==> src/rtl/cache_mem_arbiter.sv <==
// Shares one single-ported RAM between icache (read-only) and dcache.
// Registered grant, dcache priority, bounded icache starvation, dlock keeps a two-word burst.
module cache_mem_arbiter #(
  parameter int unsigned STARVE_MAX = 4
) (
  input  logic        CLK,
  input  logic        nRST,
  // icache side
  input  logic        iREN,
  input  logic [31:0] iaddr,
  output logic [31:0] iload,
  output logic        iwait,
  // dcache side
  input  logic        dREN,
  input  logic        dWEN,
  input  logic        dlock,
  input  logic [31:0] daddr,
  input  logic [31:0] dstore,
  output logic [31:0] dload,
  output logic        dwait,
  // RAM side
  output logic        ramREN,
  output logic        ramWEN,
  output logic [31:0] ramaddr,
  output logic [31:0] ramstore,
  input  logic [31:0] ramload,
  input  logic        ram_ready
);

  localparam int unsigned SCNT_W = $clog2(STARVE_MAX + 1);
  localparam logic [SCNT_W-1:0] SCNT_MAX = SCNT_W'(STARVE_MAX);

  typedef enum logic [1:0] {
    IDLE = 2'd0,
    IGNT = 2'd1,
    DGNT = 2'd2
  } state_e;

  state_e            state_q, state_d;
  logic [SCNT_W-1:0] scnt_q, scnt_d;
  logic              d_req;

  assign d_req = dREN | dWEN;

  // NOTE: state flops use non-blocking assignments so every flop samples pre-edge values.
  always_ff @(posedge CLK or negedge nRST) begin
    if (!nRST) begin
      state_q <= IDLE;
      scnt_q  <= '0;
    end else begin
      state_q <= state_d;
      scnt_q  <= scnt_d;
    end
  end

  // RAM controls decode straight from the registered state, so an async reset
  // drops the enables immediately and abandons any partial transfer.
  always_comb begin
    // NOTE: every output gets a default first so no path through the case infers a latch.
    state_d  = state_q;
    scnt_d   = scnt_q;
    ramREN   = 1'b0;
    ramWEN   = 1'b0;
    ramaddr  = '0;
    ramstore = '0;
    iwait    = 1'b1;
    dwait    = 1'b1;

    unique case (state_q)
      IDLE: begin
        // Forced icache win is only evaluated here, so a locked burst is never split.
        if (iREN && (scnt_q == SCNT_MAX)) begin
          state_d = IGNT;
        end else if (d_req) begin
          state_d = DGNT;
        end else if (iREN) begin
          state_d = IGNT;
        end
      end

      IGNT: begin
        ramREN  = iREN;
        ramaddr = iaddr;
        if (ram_ready) begin
          iwait   = 1'b0;
          state_d = IDLE;
          scnt_d  = '0;
        end else if (!iREN) begin
          state_d = IDLE;
        end
      end

      DGNT: begin
        ramWEN   = dWEN;
        ramREN   = dREN & ~dWEN;
        ramaddr  = daddr;
        ramstore = dstore;
        if (ram_ready) begin
          dwait   = 1'b0;
          state_d = dlock ? DGNT : IDLE;
          if (!iREN) begin
            scnt_d = '0;
          end else if (scnt_q != SCNT_MAX) begin
            scnt_d = scnt_q + 1'b1;
          end
        end else if (!d_req) begin
          state_d = IDLE;
        end
      end

      default: state_d = IDLE;
    endcase
  end

  assign iload = ramload;
  assign dload = ramload;

endmodule

==> config.mk <==
export PLATFORM = sky130hd
export DESIGN_NAME = cache_mem_arbiter
export DESIGN_NICKNAME = d
export VERILOG_FILES = /design/src/rtl/cache_mem_arbiter.sv
export SDC_FILE = /design/constraint.sdc
export NUM_CORES = 1
export LEC_CHECK = 0
export ABC_CLOCK_PERIOD_IN_PS = 1900
export CAP_MARGIN = 20
export CORE_AREA = 2 2 102 104
export DETAILED_ROUTE_END_ITERATION = 12
export DIE_AREA = 0 0 104 106
export PLACE_DENSITY = 0.73
export SYNTH_ARGS = -nofsm -noshare
export SYNTH_HDL_FRONTEND = slang
export SYNTH_SLANG_ARGS = --single-unit
export TNS_END_PERCENT = 50
==> constraint.sdc <==
create_clock -name CLK -period 1.9 [get_ports CLK]
set_input_delay 0.38 -clock CLK [delete_from_list [all_inputs] [get_ports CLK]]
set_output_delay 0.38 -clock CLK [all_outputs]
set_load 0.005 [all_outputs]
==> results.yml, run 1 <==
power_and_ir_drop:
  ir_worst_vdd_uv: 549.5
  cellPowerDensity_nw_per_um2: 1293
  p_leak_nw: 1.532
critical_path:
  r2r_end: "state_q[1]"
  start_kind: "flip-flop"
  cp_data_required_time_ns: 1.52
  worstSetupPathType: "flip-flop to output pin"
  cp_top_family: "buffers and inverters"
  r2r_cells: 7
  cp.depth: 8
  slowest_stage: "dfrtp_2"
  rr_startpoint: "state_q[0]"
  critPathCaptureType: "output pin"
  rrSetupSlack_ns: 0.08
  cp_slowest_stage_delay_ns: 0.44
  cp_max_fo: 7
  arrival_ns: 1.60
  critPathBufInv: 5
  crit_chain: "inv_4, buf_12, ha_4, buf_12, buf_6, a22oi_2, nor2b_1, buf_2"
  worst_path_most_repeated_cell: "buf_12"
sta:
  final.setup_skew_ns: 0.004208
  maxSlewHeadroom: 0.8265
  final.min_clock_period_ns: 1.983
  setup-violations-final: 34
  report.final.slew_viol_count: 0
  hold_viol: 0
  tightest_slew_ns: 0.2595
  rsz0062_at_grt: "yes"
  holdWs_ns: 0.3898
  fmax_ghz: 0.5043
  setup_ws_ns: -0.08285
  fin_crit_sh: 1.044
  setup_tns_ns: -1.566
floorplan:
  die-width_um: 104
  rows: 37
  num_io_pins: 267
  coreArea_sq_um: 10000
  fp.dieH_um: 106
  die_area_sq_um: 11020
  start_util: 0.1595
placement:
  numPortBuffers: 170
  placed_area_sq_um: 3097
  hpwlAfterDp_mm: 5.195
  gp_congestion: 0.7692
status:
  violations: "setup timing"
  outcome: "finished, violations left"
clock_tree:
  root_buffer: "clkbuf_8"
  numCtsBuffers: 3
  clockBufferDepth: 2
  cts_tree: "yes"
  cts_sinks: 5
  clk_pin_slew_worst_paths_ns: 0.04
  cts_max_level: 1
  clkLatencyLatePin_ns: 0.23
synthesis:
  syn_area_per_cell_sq_um: 7.218
  yosys.area.top_type: "buf_4"
  synth_top_area_frac: 0.3012
  syn_nets: 361
  yosysWarnings: 0
  synthArstFlopShare: 1.000
  synthTopCellsByArea: "buf_4, a22oi_1, and2_1"
  syn-cell-area_sq_um: 1595
  netlist_instances: 221
  synth-edff-count: 0
  synthFlopType: "dfrtp_1"
  synth_seq_cells: 5
  synth.distinct_cells: 28
  yosysSeqAreaShare: 0.07843
global_routing:
  grt-ovfl-total: 0
  gr-usage-all-layers: 0.1367
  grt_max_degree: 16
  antenna_found_initial: 0
  grt_pass1_vias: 2159
  grt_pass1_wl_mm: 12.03
cells_and_area:
  area_growth_pct: 127.3
  diodes: 0
  drive_above_1_share: 0.4685
  fill_cells: 1064
  final_nets: 506
  fin_area_sq_um: 3626
routing:
  postRouteAntennaNets: 0
  viasPerCell: 4.140
  drtIter0Drc: 39
  drt_pass1_iterations: 4
  drt-wirelength-per-cell_um: 16.41
  vias: 2074
  drc: 0
  drt_wl_total_mm: 8.223
job:
  cap_violations: 0
min_path:
  hp-class: "primary input to asynchronous set/reset pin"
## synthesized netlist by cell type, drive strengths merged, types with 3 or more instances
master,count
buf,68
and2,34
a22oi,32
nor2b,32
clkbuf,11
nand2,6
dfrtp,5
ha,5
inv,5
o21ai,5
a21oi,3
nand3,3
## worst max-delay path by stage
stage,from,to,slack [ns]
5_1_grt,state_q[1],ramaddr[17],-0.17
3_5_place_dp,state_q[0],ramstore[13],-0.22
3_3_place_gp,state_q[0],ramaddr[9],-0.20
4_1_cts,state_q[1],ramaddr[7],-0.18
6_report,state_q[1],ramaddr[21],-0.08
2_1_floorplan,state_q[0],ramREN,0.16
## through the flow
step	util	total power, mW	setup slack, ns	cells
finish	0.3626	4.690	-0.08285	501
detailed placement	0.3097	3.068	-0.2246	466
global placement	0.3097	3.016	-0.1973	466
floorplan	-	1.485	0.1638	221
CTS	0.3664	4.593	-0.1763	494
global route	0.3626	5.033	-0.1737	501
## registers in the layout (all words and copies together), names as in the netlist
register / count
scnt_q: 3
state_q: 2
## layer usage
| metal | vias up | track usage | share of wire |
|---|---|---|---|
| met1 | 950 | 0.1375 | 0.36 |
| met2 | 127 | 0.2646 | 0.54 |
| met5 | - | 0 | 0 |
| li1 | 972 | - | - |
| met4 | 0 | 0.05405 | 0.030 |
| met3 | 25 | 0.03863 | 0.078 |
## power by group
group	total, mW	switching (mW)	internal (mW)
Combinational	4.31	1.65	2.66
Sequential	0.176	0.0355	0.140
Clock	0.201	0.0563	0.144
## layout by cell type, fill, tap and decap left out, types with 4 or more instances in the layout
cell             count
clkdlybuf4s50_1    102
buf_2               32
a22oi_2             31
and2_1              31
clkbuf_2            31
nor2b_1             23
buf_4               19
buf_6               16
nor2b_4              8
buf_16               8
nand2_1              6
buf_12               4
dfrtp_1              4
## layout make-up
cell class                      instances  area, sq um  area share
Clock buffer                            4        45.04     0.01242
Inverter                                5        21.27    0.005866
Multi-Input combinational cell        132         1179      0.3251
Sequential cell                         5        126.4     0.03485
Tap cell                              136        170.2     0.04693
Timing Repair Buffer                  219         2085      0.5749
## worst register-to-register path: stages, from the launching register on
cell and delay (ns):
dfrtp_1 0.39, inv_2 0.11, ha_4 0.23, buf_6 0.14, buf_4 0.13, inv_1 0.06
o311ai_4 0.31, mux2_4 0.33
## kinds of logic after synthesis
logic type                 after synthesis  share of synthesized area
buffers and inverters                   84                     0.3537
adders and majority gates                5                    0.03922
AOI/OAI and AO/OA                       45                     0.2055
and+or+nand+nor                         80                     0.3074
muxes                                    2                    0.01568
DFF                                      5                    0.07843
## repair_timing
action,CTS,global route
hold buffers,0,0
resized for setup,239,81
setup endpoints to repair,68,67
endpoints found under the hold margin,0,0
buffers inserted,17,8
cloned,8,3
pin swaps,17,22
(Power assumes the default switching activity.)
==> inputs of run 2 (changes only) <==
- ABC_CLOCK_PERIOD_IN_PS: 1900 -> 2400
- CORE_AREA: 2 2 102 104 -> 2 2 104 106
- DIE_AREA: 0 0 104 106 -> 0 0 106 108
- PLACE_DENSITY: 0.73 -> 0.71
- clock period: 1.9 -> 2.4 ns (I/O delays scaled with it)
==> run 2 against run 1 <==
Effect of this change:
- the flow now finishes without violations
- core utilization shrank 4.5 points
- global-route usage is 3.2 points lower
- via count fell by 8.2%
- final cell count is 7.0% lower
- die area is 3.8% higher
- count of clock-buffer cells in the layout unchanged
- sequential share of layout area grew 0.37 points
- sequential cell count unchanged
- combinational power down 42%
- clock power decreased by 21%
- wire length fell by 14%
- worst setup slack improved by 0.10 ns
- critical path type unchanged
- largest cell class unchanged
- highest routed layer unchanged
==> results.yml, run 2 (synthesis gave the netlist of run 1 again) <==
cells_and_area:
  fill_cells: 1061
  layout_common_cells: "clkdlybuf4s50_1, and2_1, a22oi_1"
  largest_reg_flops: 3
  fin_area_sq_um: 3248
  regArea_sq_um: 125.1
  area_growth_pct: 103.6
  final_nets: 471
  fin_util: 0.3175
  largest_register: "scnt_q"
  layout_commonest_cell: "clkdlybuf4s50_1"
  reg.largest.list: "scnt_q: 3 flops, state_q: 2 flops"
  diodes: 0
  multiInputGateArea_sq_um: 958.4
  drive_above_1_share: 0.09091
sta:
  maxSlewHeadroom: 0.7669
  setup-violations-final: 0
  rsz0062_at_grt: "yes"
  report.final.slew_viol_count: 0
  fin_crit_sh: 0.9929
  tightest_slew_ns: 0.3491
  final.min_clock_period_ns: 2.383
  final.setup_skew_ns: 0.002047
  hold_viol: 0
  setup_ws_ns: 0.01696
  holdWs_ns: 0.4852
  fmax_ghz: 0.4196
global_routing:
  gr-usage-all-layers: 0.1046
  grt_pass1_wl_mm: 9.763
  antenna_found_initial: 0
  grt_pass1_vias: 1874
  grt-ovfl-total: 0
  grt_max_degree: 34
floorplan:
  num_io_pins: 267
  die-width_um: 106
  die_area_sq_um: 11450
  coreArea_sq_um: 10230
  fp.dieH_um: 108
  start_util: 0.1559
  rows: 37
critical_path:
  critPathCaptureType: "output pin"
  cp_slowest_stage_delay_ns: 0.52
  cp_max_fo: 33
  crit_chain: "inv_2, ha_1, buf_12, nor2b_2, clkdlybuf4s50_1"
  rr_startpoint: "state_q[1]"
  worstSetupPathType: "flip-flop to output pin"
  start_kind: "flip-flop"
  critPathBufInv: 3
  cp_top_family: "buffers and inverters"
  cp_data_required_time_ns: 1.92
  worstSetupStartpoint: "state_q[0]"
  arrival_ns: 1.90
  slowest_stage: "clkdlybuf4s50_1"
  rrSetupSlack_ns: 0.61
clock_tree:
  clk_pin_slew_worst_paths_ns: 0.04
  cts_max_level: 1
  clkLatencyLatePin_ns: 0.22
  cts-hold-fix-buffers: 0
  clockBufferDepth: 2
  root_buffer: "clkbuf_8"
  cts_tree: "yes"
  cts_sinks: 5
  numCtsBuffers: 3
job:
  cap_violations: 0
placement:
  placed_area_sq_um: 3027
  hpwlAfterDp_mm: 5.355
  pre_cts_slack_ns: 0.1176
  numPortBuffers: 170
  gp_congestion: 0.7482
min_path:
  hp-class: "primary input to asynchronous set/reset pin"
routing:
  viasPerCell: 4.084
  drtIter0Drc: 96
  postRouteAntennaNets: 0
  drt_pass1_iterations: 4
  vias: 1903
  drt_wl_total_mm: 7.104
  drc: 0
  drt-wirelength-per-cell_um: 15.24
power_and_ir_drop:
  power_mw: 2.806
  cellPowerDensity_nw_per_um2: 863.9
  p_leak_nw: 1.265
  ir_worst_vdd_uv: 462.1
status:
  outcome: "finished clean"
==> run 2: worst paths after layout <==
path                         endpoint  cells past startpoint
setup reg to reg           state_q[1]                      5
setup / recovery           ramaddr[4]                      5
min in group CLK            scnt_q[1]                      2
hold / removal              scnt_q[1]                      1
hold reg to reg             scnt_q[1]                      2
max in group asynchronous  state_q[1]                      1
==> run 2: power breakdown <==
group / switching, mW / leakage (nW) / internal, mW
combinational: 0.946 / 1.18 / 1.57
sequential: 0.0220 / 0.0667 / 0.109
clock: 0.0436 / 0.0228 / 0.114
total: 1.01 / 1.26 / 1.79
==> run 2: routing by layer <==
layer	share of wire	GRT usage
met2	0.54	0.2171
met3	0.095	0.02170
met1	0.36	0.1087
met4	0.0044	0.01598
met5	0	0
==> run 2: per-stage QoR <==
step / setup TNS [ns] / std cells
floorplan: 0 / 221
global placement: 0 / 455
detailed placement: 0 / 455
CTS: -0.09790 / 462
global route: -1.974 / 466
finish: 0 / 466
==> run 2: timing repair <==
| item | in CTS | in global routing |
|---|---|---|
| pin swaps | 0 | 1 |
| buffers inserted | 1 | 3 |
| gates resized for setup | 9 | 13 |
| cloned | 2 | 1 |
| setup endpoints to repair | 13 | 42 |
==> run 2: cell type report <==
cell class / count / share of cell area
Timing Repair Buffer: 184 / 0.5944
Multi-Input combinational cell: 132 / 0.2951
Tap cell: 136 / 0.05239
Sequential cell: 5 / 0.03852
Clock buffer: 4 / 0.01387
Inverter: 5 / 0.005778
